### config.mk
export PLATFORM = sky130hd
export DESIGN_NAME = program_loader
export DESIGN_NICKNAME = d
export VERILOG_FILES = /design/src/rtl/loader_pkg.sv /design/src/rtl/uart_rx.sv /design/src/rtl/program_loader.sv
export SDC_FILE = /design/constraint.sdc
export NUM_CORES = 1
export LEC_CHECK = 0
export BUFFER_PORTS_ARGS = -buffer_cell sky130_fd_sc_hd__buf_2
export CORE_ASPECT_RATIO = 0.6
export CORE_UTILIZATION = 50
export CTS_BUF_LIST = sky130_fd_sc_hd__clkbuf_4
export DETAILED_ROUTE_END_ITERATION = 16
export GPL_TIMING_DRIVEN = 0
export PLACE_DENSITY = 0.68
export SYNTH_ARGS = -nofsm -noshare
export SYNTH_HDL_FRONTEND = slang
export SYNTH_SLANG_ARGS = --single-unit
export TNS_END_PERCENT = 100
### constraint.sdc
create_clock -name fastClk -period 5.4 [get_ports fastClk]
set_input_delay 0.54 -clock fastClk [delete_from_list [all_inputs] [get_ports fastClk]]
set_output_delay 0.54 -clock fastClk [all_outputs]
set_load 0.01 [all_outputs]
### src/rtl/loader_pkg.sv
// Shared types and constants for the serial program loader and its UART receiver.
package loader_pkg;

  typedef enum logic [2:0] {
    IDLE,
    LOAD,
    HOLD,
    CHECK,
    FINISH
  } state_e;

  typedef enum logic [1:0] {
    RX_IDLE,
    RX_START,
    RX_DATA,
    RX_STOP
  } rx_state_e;

  localparam logic [7:0]  DEFAULT_SYNC_BYTE = 8'hA5;
  localparam int unsigned RAM_DEPTH         = 16;
  localparam int unsigned ADDR_W            = $clog2(RAM_DEPTH);

endpackage

### src/rtl/uart_rx.sv
// 8N1 UART receiver: 2-flop synchronizer, mid-bit sampling, one-cycle byte or framing-error pulse.
module uart_rx
  import loader_pkg::*;
#(
  parameter int unsigned CLKS_PER_BIT = 104
) (
  input  logic       fastClk,
  input  logic       rst,
  input  logic       rx,
  output logic       byte_valid,
  output logic [7:0] byte_out,
  output logic       frame_err
);

  localparam int unsigned CNT_W   = $clog2(CLKS_PER_BIT + 1);
  localparam logic [CNT_W-1:0] HALF_M1 = CNT_W'(CLKS_PER_BIT / 2 - 1);
  localparam logic [CNT_W-1:0] BIT_M1  = CNT_W'(CLKS_PER_BIT - 1);

  rx_state_e        state_q, state_d;
  logic             rx_s1_q, rx_s2_q, rx_prev_q;
  logic [CNT_W-1:0] cnt_q, cnt_d;
  logic [2:0]       bit_q, bit_d;
  logic [7:0]       shift_q, shift_d;
  logic             byte_valid_q, byte_valid_d;
  logic             frame_err_q, frame_err_d;

  always_comb begin
    state_d      = state_q;
    cnt_d        = cnt_q;
    bit_d        = bit_q;
    shift_d      = shift_q;
    byte_valid_d = 1'b0;
    frame_err_d  = 1'b0;
    case (state_q)
      RX_IDLE: begin
        if (rx_prev_q && !rx_s2_q) begin
          state_d = RX_START;
          cnt_d   = '0;
        end
      end
      RX_START: begin
        // A start bit that is high again at its midpoint was a glitch.
        if (cnt_q == HALF_M1) begin
          cnt_d   = '0;
          bit_d   = '0;
          state_d = rx_s2_q ? RX_IDLE : RX_DATA;
        end else begin
          cnt_d = cnt_q + 1'b1;
        end
      end
      RX_DATA: begin
        if (cnt_q == BIT_M1) begin
          cnt_d   = '0;
          shift_d = {rx_s2_q, shift_q[7:1]};
          bit_d   = bit_q + 3'd1;
          if (bit_q == 3'd7) state_d = RX_STOP;
        end else begin
          cnt_d = cnt_q + 1'b1;
        end
      end
      RX_STOP: begin
        if (cnt_q == BIT_M1) begin
          cnt_d   = '0;
          state_d = RX_IDLE;
          if (rx_s2_q) byte_valid_d = 1'b1;
          else         frame_err_d  = 1'b1;
        end else begin
          cnt_d = cnt_q + 1'b1;
        end
      end
      default: state_d = RX_IDLE;
    endcase
  end

  always_ff @(posedge fastClk) begin
    if (rst) begin
      state_q      <= RX_IDLE;
      rx_s1_q      <= 1'b1;
      rx_s2_q      <= 1'b1;
      rx_prev_q    <= 1'b1;
      cnt_q        <= '0;
      bit_q        <= '0;
      shift_q      <= '0;
      byte_valid_q <= 1'b0;
      frame_err_q  <= 1'b0;
    end else begin
      state_q      <= state_d;
      rx_s1_q      <= rx;
      rx_s2_q      <= rx_s1_q;
      rx_prev_q    <= rx_s2_q;
      cnt_q        <= cnt_d;
      bit_q        <= bit_d;
      shift_q      <= shift_d;
      byte_valid_q <= byte_valid_d;
      frame_err_q  <= frame_err_d;
    end
  end

  assign byte_valid = byte_valid_q;
  assign byte_out   = shift_q;
  assign frame_err  = frame_err_q;

endmodule

### src/rtl/program_loader.sv
// Loads a framed 16-byte program from a UART line into the computer's RAM via its
// programming interface, then verifies a mod-256 checksum and releases prog_mode.
module program_loader
  import loader_pkg::*;
#(
  parameter int unsigned CLKS_PER_BIT = 104,
  parameter int unsigned HOLD_CYCLES  = 64,
  parameter logic [7:0]  SYNC_BYTE    = DEFAULT_SYNC_BYTE
) (
  input  logic       fastClk,
  input  logic       rst,
  input  logic       rx,
  output logic       prog_mode,
  output logic [3:0] addr,
  output logic [7:0] data,
  output logic       data_oe,
  output logic       done,
  output logic       err
);

  localparam int unsigned HOLD_W = $clog2(HOLD_CYCLES + 1);
  localparam logic [HOLD_W-1:0] HOLD_LAST = HOLD_W'(HOLD_CYCLES - 1);
  localparam logic [ADDR_W-1:0] LAST_IDX  = ADDR_W'(RAM_DEPTH - 1);

  logic       byte_valid, frame_err;
  logic [7:0] byte_out;

  uart_rx #(.CLKS_PER_BIT(CLKS_PER_BIT)) u_rx (
    .fastClk   (fastClk),
    .rst       (rst),
    .rx        (rx),
    .byte_valid(byte_valid),
    .byte_out  (byte_out),
    .frame_err (frame_err)
  );

  state_e              state_q, state_d;
  logic                prog_mode_q, prog_mode_d;
  logic [ADDR_W-1:0]   addr_q, addr_d;
  logic [7:0]          data_q, data_d;
  logic                data_oe_q, data_oe_d;
  logic                done_q, done_d;
  logic                err_q, err_d;
  logic [ADDR_W-1:0]   index_q, index_d;
  logic [7:0]          csum_q, csum_d;
  logic [HOLD_W-1:0]   hold_q, hold_d;

  always_comb begin
    state_d     = state_q;
    prog_mode_d = prog_mode_q;
    addr_d      = addr_q;
    data_d      = data_q;
    data_oe_d   = data_oe_q;
    done_d      = done_q;
    err_d       = err_q;
    index_d     = index_q;
    csum_d      = csum_q;
    hold_d      = hold_q;
    case (state_q)
      IDLE: begin
        if (byte_valid && byte_out == SYNC_BYTE) begin
          prog_mode_d = 1'b1;
          done_d      = 1'b0;
          err_d       = 1'b0;
          index_d     = '0;
          csum_d      = '0;
          state_d     = LOAD;
        end
      end
      LOAD: begin
        if (frame_err) begin
          err_d   = 1'b1;
          state_d = FINISH;
        end else if (byte_valid) begin
          data_d    = byte_out;
          addr_d    = index_q;
          data_oe_d = 1'b1;
          csum_d    = csum_q + byte_out;
          hold_d    = '0;
          state_d   = HOLD;
        end
      end
      HOLD: begin
        if (byte_valid) begin
          err_d   = 1'b1;
          state_d = FINISH;
        end else if (hold_q == HOLD_LAST) begin
          data_oe_d = 1'b0;
          if (index_q == LAST_IDX) begin
            state_d = CHECK;
          end else begin
            index_d = index_q + 1'b1;
            state_d = LOAD;
          end
        end else begin
          hold_d = hold_q + 1'b1;
        end
      end
      CHECK: begin
        if (frame_err) begin
          err_d   = 1'b1;
          state_d = FINISH;
        end else if (byte_valid) begin
          if (byte_out == csum_q) done_d = 1'b1;
          else                    err_d  = 1'b1;
          state_d = FINISH;
        end
      end
      FINISH: begin
        prog_mode_d = 1'b0;
        data_oe_d   = 1'b0;
        state_d     = IDLE;
      end
      default: state_d = IDLE;
    endcase
  end

  always_ff @(posedge fastClk) begin
    if (rst) begin
      state_q     <= IDLE;
      prog_mode_q <= 1'b0;
      addr_q      <= '0;
      data_q      <= '0;
      data_oe_q   <= 1'b0;
      done_q      <= 1'b0;
      err_q       <= 1'b0;
      index_q     <= '0;
      csum_q      <= '0;
      hold_q      <= '0;
    end else begin
      state_q     <= state_d;
      prog_mode_q <= prog_mode_d;
      addr_q      <= addr_d;
      data_q      <= data_d;
      data_oe_q   <= data_oe_d;
      done_q      <= done_d;
      err_q       <= err_d;
      index_q     <= index_d;
      csum_q      <= csum_d;
      hold_q      <= hold_d;
    end
  end

  assign prog_mode = prog_mode_q;
  assign addr      = addr_q;
  assign data      = data_q;
  assign data_oe   = data_oe_q;
  assign done      = done_q;
  assign err       = err_q;

endmodule

* Word level (Yosys, flattened, before mapping)
Cells that the tools add are included.
** Storage, ports and cells
- Register bits after elaboration :: 63
- Output and inout port bits :: 16
- Word-level logic and storage cells :: 145
** Operators by class
- Add/sub/neg operators :: 5
- Equality and inequality tests :: 35
- Muxes and demuxes :: 56
- Bitwise logic cells :: 3
- Reduce and logical (&&, ||, !) cells :: 27
** Operators by type and width (number)
- two-way mux 7 bit :: 7
- two-way mux 3 bit :: 9
- AND reduction 5 bit :: 5
- two-way mux 8 bit :: 3
- one-hot mux 7 bit (3 select lines) :: 1
- != test 2 x 1 -> 1 bit, second input constant :: 9
- two-way mux 4 bit :: 4
- != test 2 bit, second input constant :: 8
- one-hot mux 8 bit (2 select lines) :: 1
- two-way mux 1 bit :: 15
- adder 7 x 1 -> 7 bit, second input constant :: 2
- equality test 7 x 6 -> 1 bit, second input constant :: 2
- two-way mux 2 bit :: 7
- one-hot mux 7 bit (2 select lines) :: 1
- one-hot mux 3 bit (4 select lines) :: 1
- nonzero test 2 bit :: 6
- adder 8 bit :: 1
- equality test 8 bit :: 1
- equality test 8 bit, second input constant :: 1
- one-hot mux 2 bit (4 select lines) :: 1
- one-hot mux 4 bit (2 select lines) :: 1
- AND reduction 4 bit :: 2
- equality test 7 bit, second input constant :: 1
- equality test 3 x 2 -> 1 bit, second input constant :: 2
- other kinds (25) :: 35

* Depth between registers and ports, before layout
- Depth in word-level cells :: 5
- Depth in mapped cells :: 7

* Hierarchy
A second synthesis with hierarchy kept.
** Unflattened totals
- Cell total of the unflattened synthesis :: 375
- Area total of the unflattened synthesis :: 3250.6 sq um
** By module, submodules not included
- program_loader :: times used 1, cells each 249, area each 2089.5 sq um
- uart_rx :: times used 1, cells each 126, area each 1161.1 sq um

* Least setup slack after synthesis
Ideal clock, no wire load.
- Kind :: register to register
- From :: register u_rx.shift_q[1] (netlist: u_rx.byte_out[1])
- To :: register csum_q[7]
- Library setup time :: 74 ps
- Arrival :: 1702 ps
- Path slack :: 3624 ps
- Stages on the path, launching flop included :: 7
- Path through :: dfxtp_1 -> ha_1 -> a211oi_1 -> o21ai_1 -> or3_1 -> a31o_1 -> a31oi_1
** Between the ends
- Longest elaborated chain between the ends :: 4
** RTL lines
- start: declaration :: line uart_rx.sv:23 : logic [7:0] shift_q, shift_d;
- start signal: assignment :: line uart_rx.sv:93 : shift_q <= shift_d;
- adder 8 bit / equality test 8 bit (equally long branches) :: line program_loader.sv:78, program_loader.sv:61
- two-way mux 8 bit / logical AND 1 bit (equally long branches) :: line program_loader.sv:74, program_loader.sv:61
- two-way mux 8 bit / != test 2 bit (equally long branches)
- one-hot mux 8 bit (2 select lines) / AND reduction 4 bit (equally long branches)
- end signal: assignment :: line program_loader.sv:139 : csum_q <= csum_d;
- end: declaration :: line program_loader.sv:45 : logic [7:0] csum_q, csum_d;
Several ways; a longest one is shown, not always the timed one. The select of a mux whose other input is x is not followed.
A chain may end at the register's enable or synchronous reset.

* Worst setup path in the final report
Same ends and word-level chain as after synthesis.

==> results.sh <==
export IMPL_p_comb_share_pct=4.9
export IMPL_fin_setup_tns_ns=0
export IMPL_worstSetupStartpointType="flip-flop"
export IMPL_post_drt_wl_per_cell_um=15.4
export IMPL_grt_max_degree=13
export IMPL_vias=2697
export IMPL_post_cts_buffers=0
export IMPL_yosysTopAreaCellShare_pct=41.0
export IMPL_crit_chain="ha_1, a211oi_1, o21ai_1, or3_1, a31o_1, a31oi_1"
export IMPL_cts_buffers=9
export IMPL_initial_core_util_pct=53.4
export IMPL_synth_top_family_by_area="simple AND/OR/NAND/NOR gates"
export IMPL_drv_slew=0
export IMPL_clk_pin_slew_ns=0.11
export IMPL_synth_top_cell_by_area="dfxtp_1"
export IMPL_slowest_delay_ns=0.51
export IMPL_grt_pass1_vias=2469
export IMPL_clk_latency_ns=0.42
export IMPL_p_int_uw=628
export IMPL_hold_viol=0
export IMPL_stdcell_count=467
export IMPL_synthTopCellsByArea="dfxtp_1 41%, ha_1 6.5%, nand2_1 5.5%"
export IMPL_antenna_found_initial=0
export IMPL_finalSetupViolations=0
export IMPL_fin_hold_ws_ns=0.300
export IMPL_port_buffers=18
export IMPL_post_route_drc_count=0
export IMPL_post_place_ws_ns=3.08
export IMPL_arrival_ns=2.52
export IMPL_path_class="flip-flop to flip-flop"
export IMPL_synthAdderAreaFrac_pct=7.16
export IMPL_grt_usage_pct=25.5
export IMPL_grt_overflow=0
export IMPL_switching_power_uw=216
export IMPL_sequentialPowerShare_pct=55.8
export IMPL_min_period_ns=2.17
export IMPL_max_freq_mhz=460
export IMPL_synth_area_per_cell_um2=8.71
export IMPL_die_h_um=62.7
export IMPL_synth_compound_area_share_pct=18.8
export IMPL_netlist_instances=353
export IMPL_area_growth_pct=10.9
export IMPL_slew_headroom_pct=54.3
export IMPL_critPathCaptureType="flip-flop"
export IMPL_rsz0062_at_grt="false"
export IMPL_final_setup_skew_ns=0.0123
export IMPL_syn_area_um2=3070
export IMPL_cpLargestDelayFamily="compound AO/OA/AOI/OAI gates"
export IMPL_cts_resized=0
export IMPL_synth_edf_count=0
export IMPL_dp_cells=451
export IMPL_viasPerCell=5.78
export IMPL_fin_ws_ns=3.23
export IMPL_synth_cell_types=57
export IMPL_cts_tree="yes"
export IMPL_cp_max_fo=6
export IMPL_dp_hpwl_um=5220
export IMPL_cts_hold_buf=0
export IMPL_drt_total_wl_um=7210
export IMPL_final_period_utilization_pct=40.2
export IMPL_power_density_nw_per_um2=248
export IMPL_htree_levels=3
export IMPL_cts_sinks=63
export IMPL_syn_nets=373
export IMPL_worstPathRequired_ns=5.74
export IMPL_synth_simple_area_share_pct=23.1
export IMPL_yosys_top_cells_count="63 x dfxtp_1, 45 x nand2_1, 32 x nor2_1"
export IMPL_critical_path_buf_inv_count=0
export IMPL_cp_slowest_cell="dfxtp_1"
export IMPL_antenna_cells=0
export IMPL_status="finished clean"
export IMPL_dieWidth_um=103
export IMPL_async_flop_share_pct=0
export IMPL_ys_ff_latch=63
export IMPL_hold_path_class="input pin to flip-flop"
export IMPL_drt_initial_drc_count=182
export IMPL_dieArea_um2=6480
export IMPL_ys_warn_count=0
export IMPL_p_leak_uw=0.00134
export IMPL_drtAntennaViolNets=0
export IMPL_ys_seq_area_share_pct=41.0
export IMPL_synthMuxAreaShare_pct=3.91
export IMPL_grt_pass1_wl_um=12400
export IMPL_synth_xor_area_share_pct=2.56
export IMPL_place_gp_congestion=0.879
export IMPL_io_pins=19
export IMPL_ir_drop_uv=195
export IMPL_firstDrtPassIters=4
export IMPL_cap_viol_max_count=0
export IMPL_rows=21
export IMPL_worstMarginPinSlew_ns=0.675
export IMPL_ctsLongestPathBuffers=2
export IMPL_yosys_cell_count_top_type="dfxtp_1"
export IMPL_pwr_share_clk_pct=39.3
export IMPL_num_nets_final=402
export IMPL_switching_share_pct=25.6
export IMPL_postSynth_topFlopCell="dfxtp_1"
export IMPL_core_area_um2=5750
export IMPL_cts_root_buf="clkbuf_4"
export IMPL_layout_drive_gt1_share_pct=13.4
## path summary, 6_finish.rpt
kind         cells after the start             start  slack [ns]            to
min                              2                rx        0.30  u_rx.rx_s1_q
max                              6  u_rx.byte_out[1]        3.23     csum_q[7]
max reg2reg                      6  u_rx.byte_out[1]        3.23     csum_q[7]
min reg2reg                      1      u_rx.rx_s1_q        0.43  u_rx.rx_s2_q
## cell type report
cell class	instances	area, um2
repair buffers	18	90.1
clock buffers	10	75.1
well taps	80	100
clock inverters	6	70.1
multi-input cells	266	1710
plain buffers	16	73.8
flip-flops and latches	63	1260
fillers	550	2340
inverters	8	30.0
## metal layers
layer	up-vias	GRT usage, %	share of wire [%]
li1	1350	-	-
met1	1268	41.7	56
met2	70	31.1	37
met3	9	6.60	5.4
met4	0	7.92	1.2
met5	-	0	0
## cells by family after synthesis
| logic type | after synthesis |
|---|---|
| adders and majority gates | 17 |
| AOI/OAI and AO/OA | 89 |
| buffers and inverters | 24 |
| muxes | 12 |
| xor gates and xnor gates | 9 |
| and+or+nand+nor | 139 |
| DFF | 63 |
## placed cells by master, fill, tap and decap left out, types with 3 or more instances in the layout
| cell type | Yosys | layout |
|---|---|---|
| nand2b_1 | 6 | 6 |
| nor2_1 | 32 | 32 |
| ha_1 | 16 | 16 |
| or2_2 | 3 | 3 |
| a31oi_1 | 7 | 7 |
| nor3_1 | 6 | 6 |
| dfxtp_1 | 63 | 63 |
| a22oi_1 | 6 | 6 |
| a21oi_1 | 29 | 29 |
| clkinvlp_4 | 0 | 3 |
| and4_1 | 3 | 3 |
| o21ai_0 | 14 | 14 |
| nor4b_1 | 3 | 3 |
| nand4_1 | 6 | 6 |
| nand3_1 | 13 | 13 |
| clkbuf_1 | 8 | 8 |
| inv_1 | 8 | 8 |
| nand2_1 | 45 | 45 |
| clkbuf_4 | 0 | 10 |
| xnor2_1 | 3 | 3 |
| a211oi_1 | 5 | 5 |
| xor2_1 | 6 | 6 |
| buf_2 | 5 | 23 |
| a21o_1 | 3 | 3 |
| a31o_2 | 3 | 3 |
| mux2i_1 | 12 | 12 |
| or3_1 | 4 | 4 |
| and3_1 | 4 | 4 |
## state kept, by name, summed over array words and instances (netlist names), 4 cells and up, named ones only
| register | count |
|---|---|
| hold_q | 7 |
| data | 8 |
| u_rx.byte_out | 8 |
| index_q | 4 |
| u_rx.cnt_q | 7 |
| csum_q | 8 |
| addr | 4 |
## power by group through the flow
stage | logic (uW) | clock network [uW] | registers [uW]
finish | 41.5 | 332 | 471
global route | 45.8 | 362 | 472
CTS | 40.6 | 340 | 471
detailed placement | 40.4 | 0 | 481
global placement | 39.6 | 0 | 481
floorplan | 28.9 | 0 | 481
## through the flow
step	power, uW	area (um2)	utilization, %
after floorplan	509	3070	-
after global placement	521	3260	56.7
after detailed placement	522	3260	56.7
after CTS	851	3410	59.3
after global routing	880	3410	59.3
final	844	3410	59.3
No activity file was read; power rests on OpenSTA's default activity.
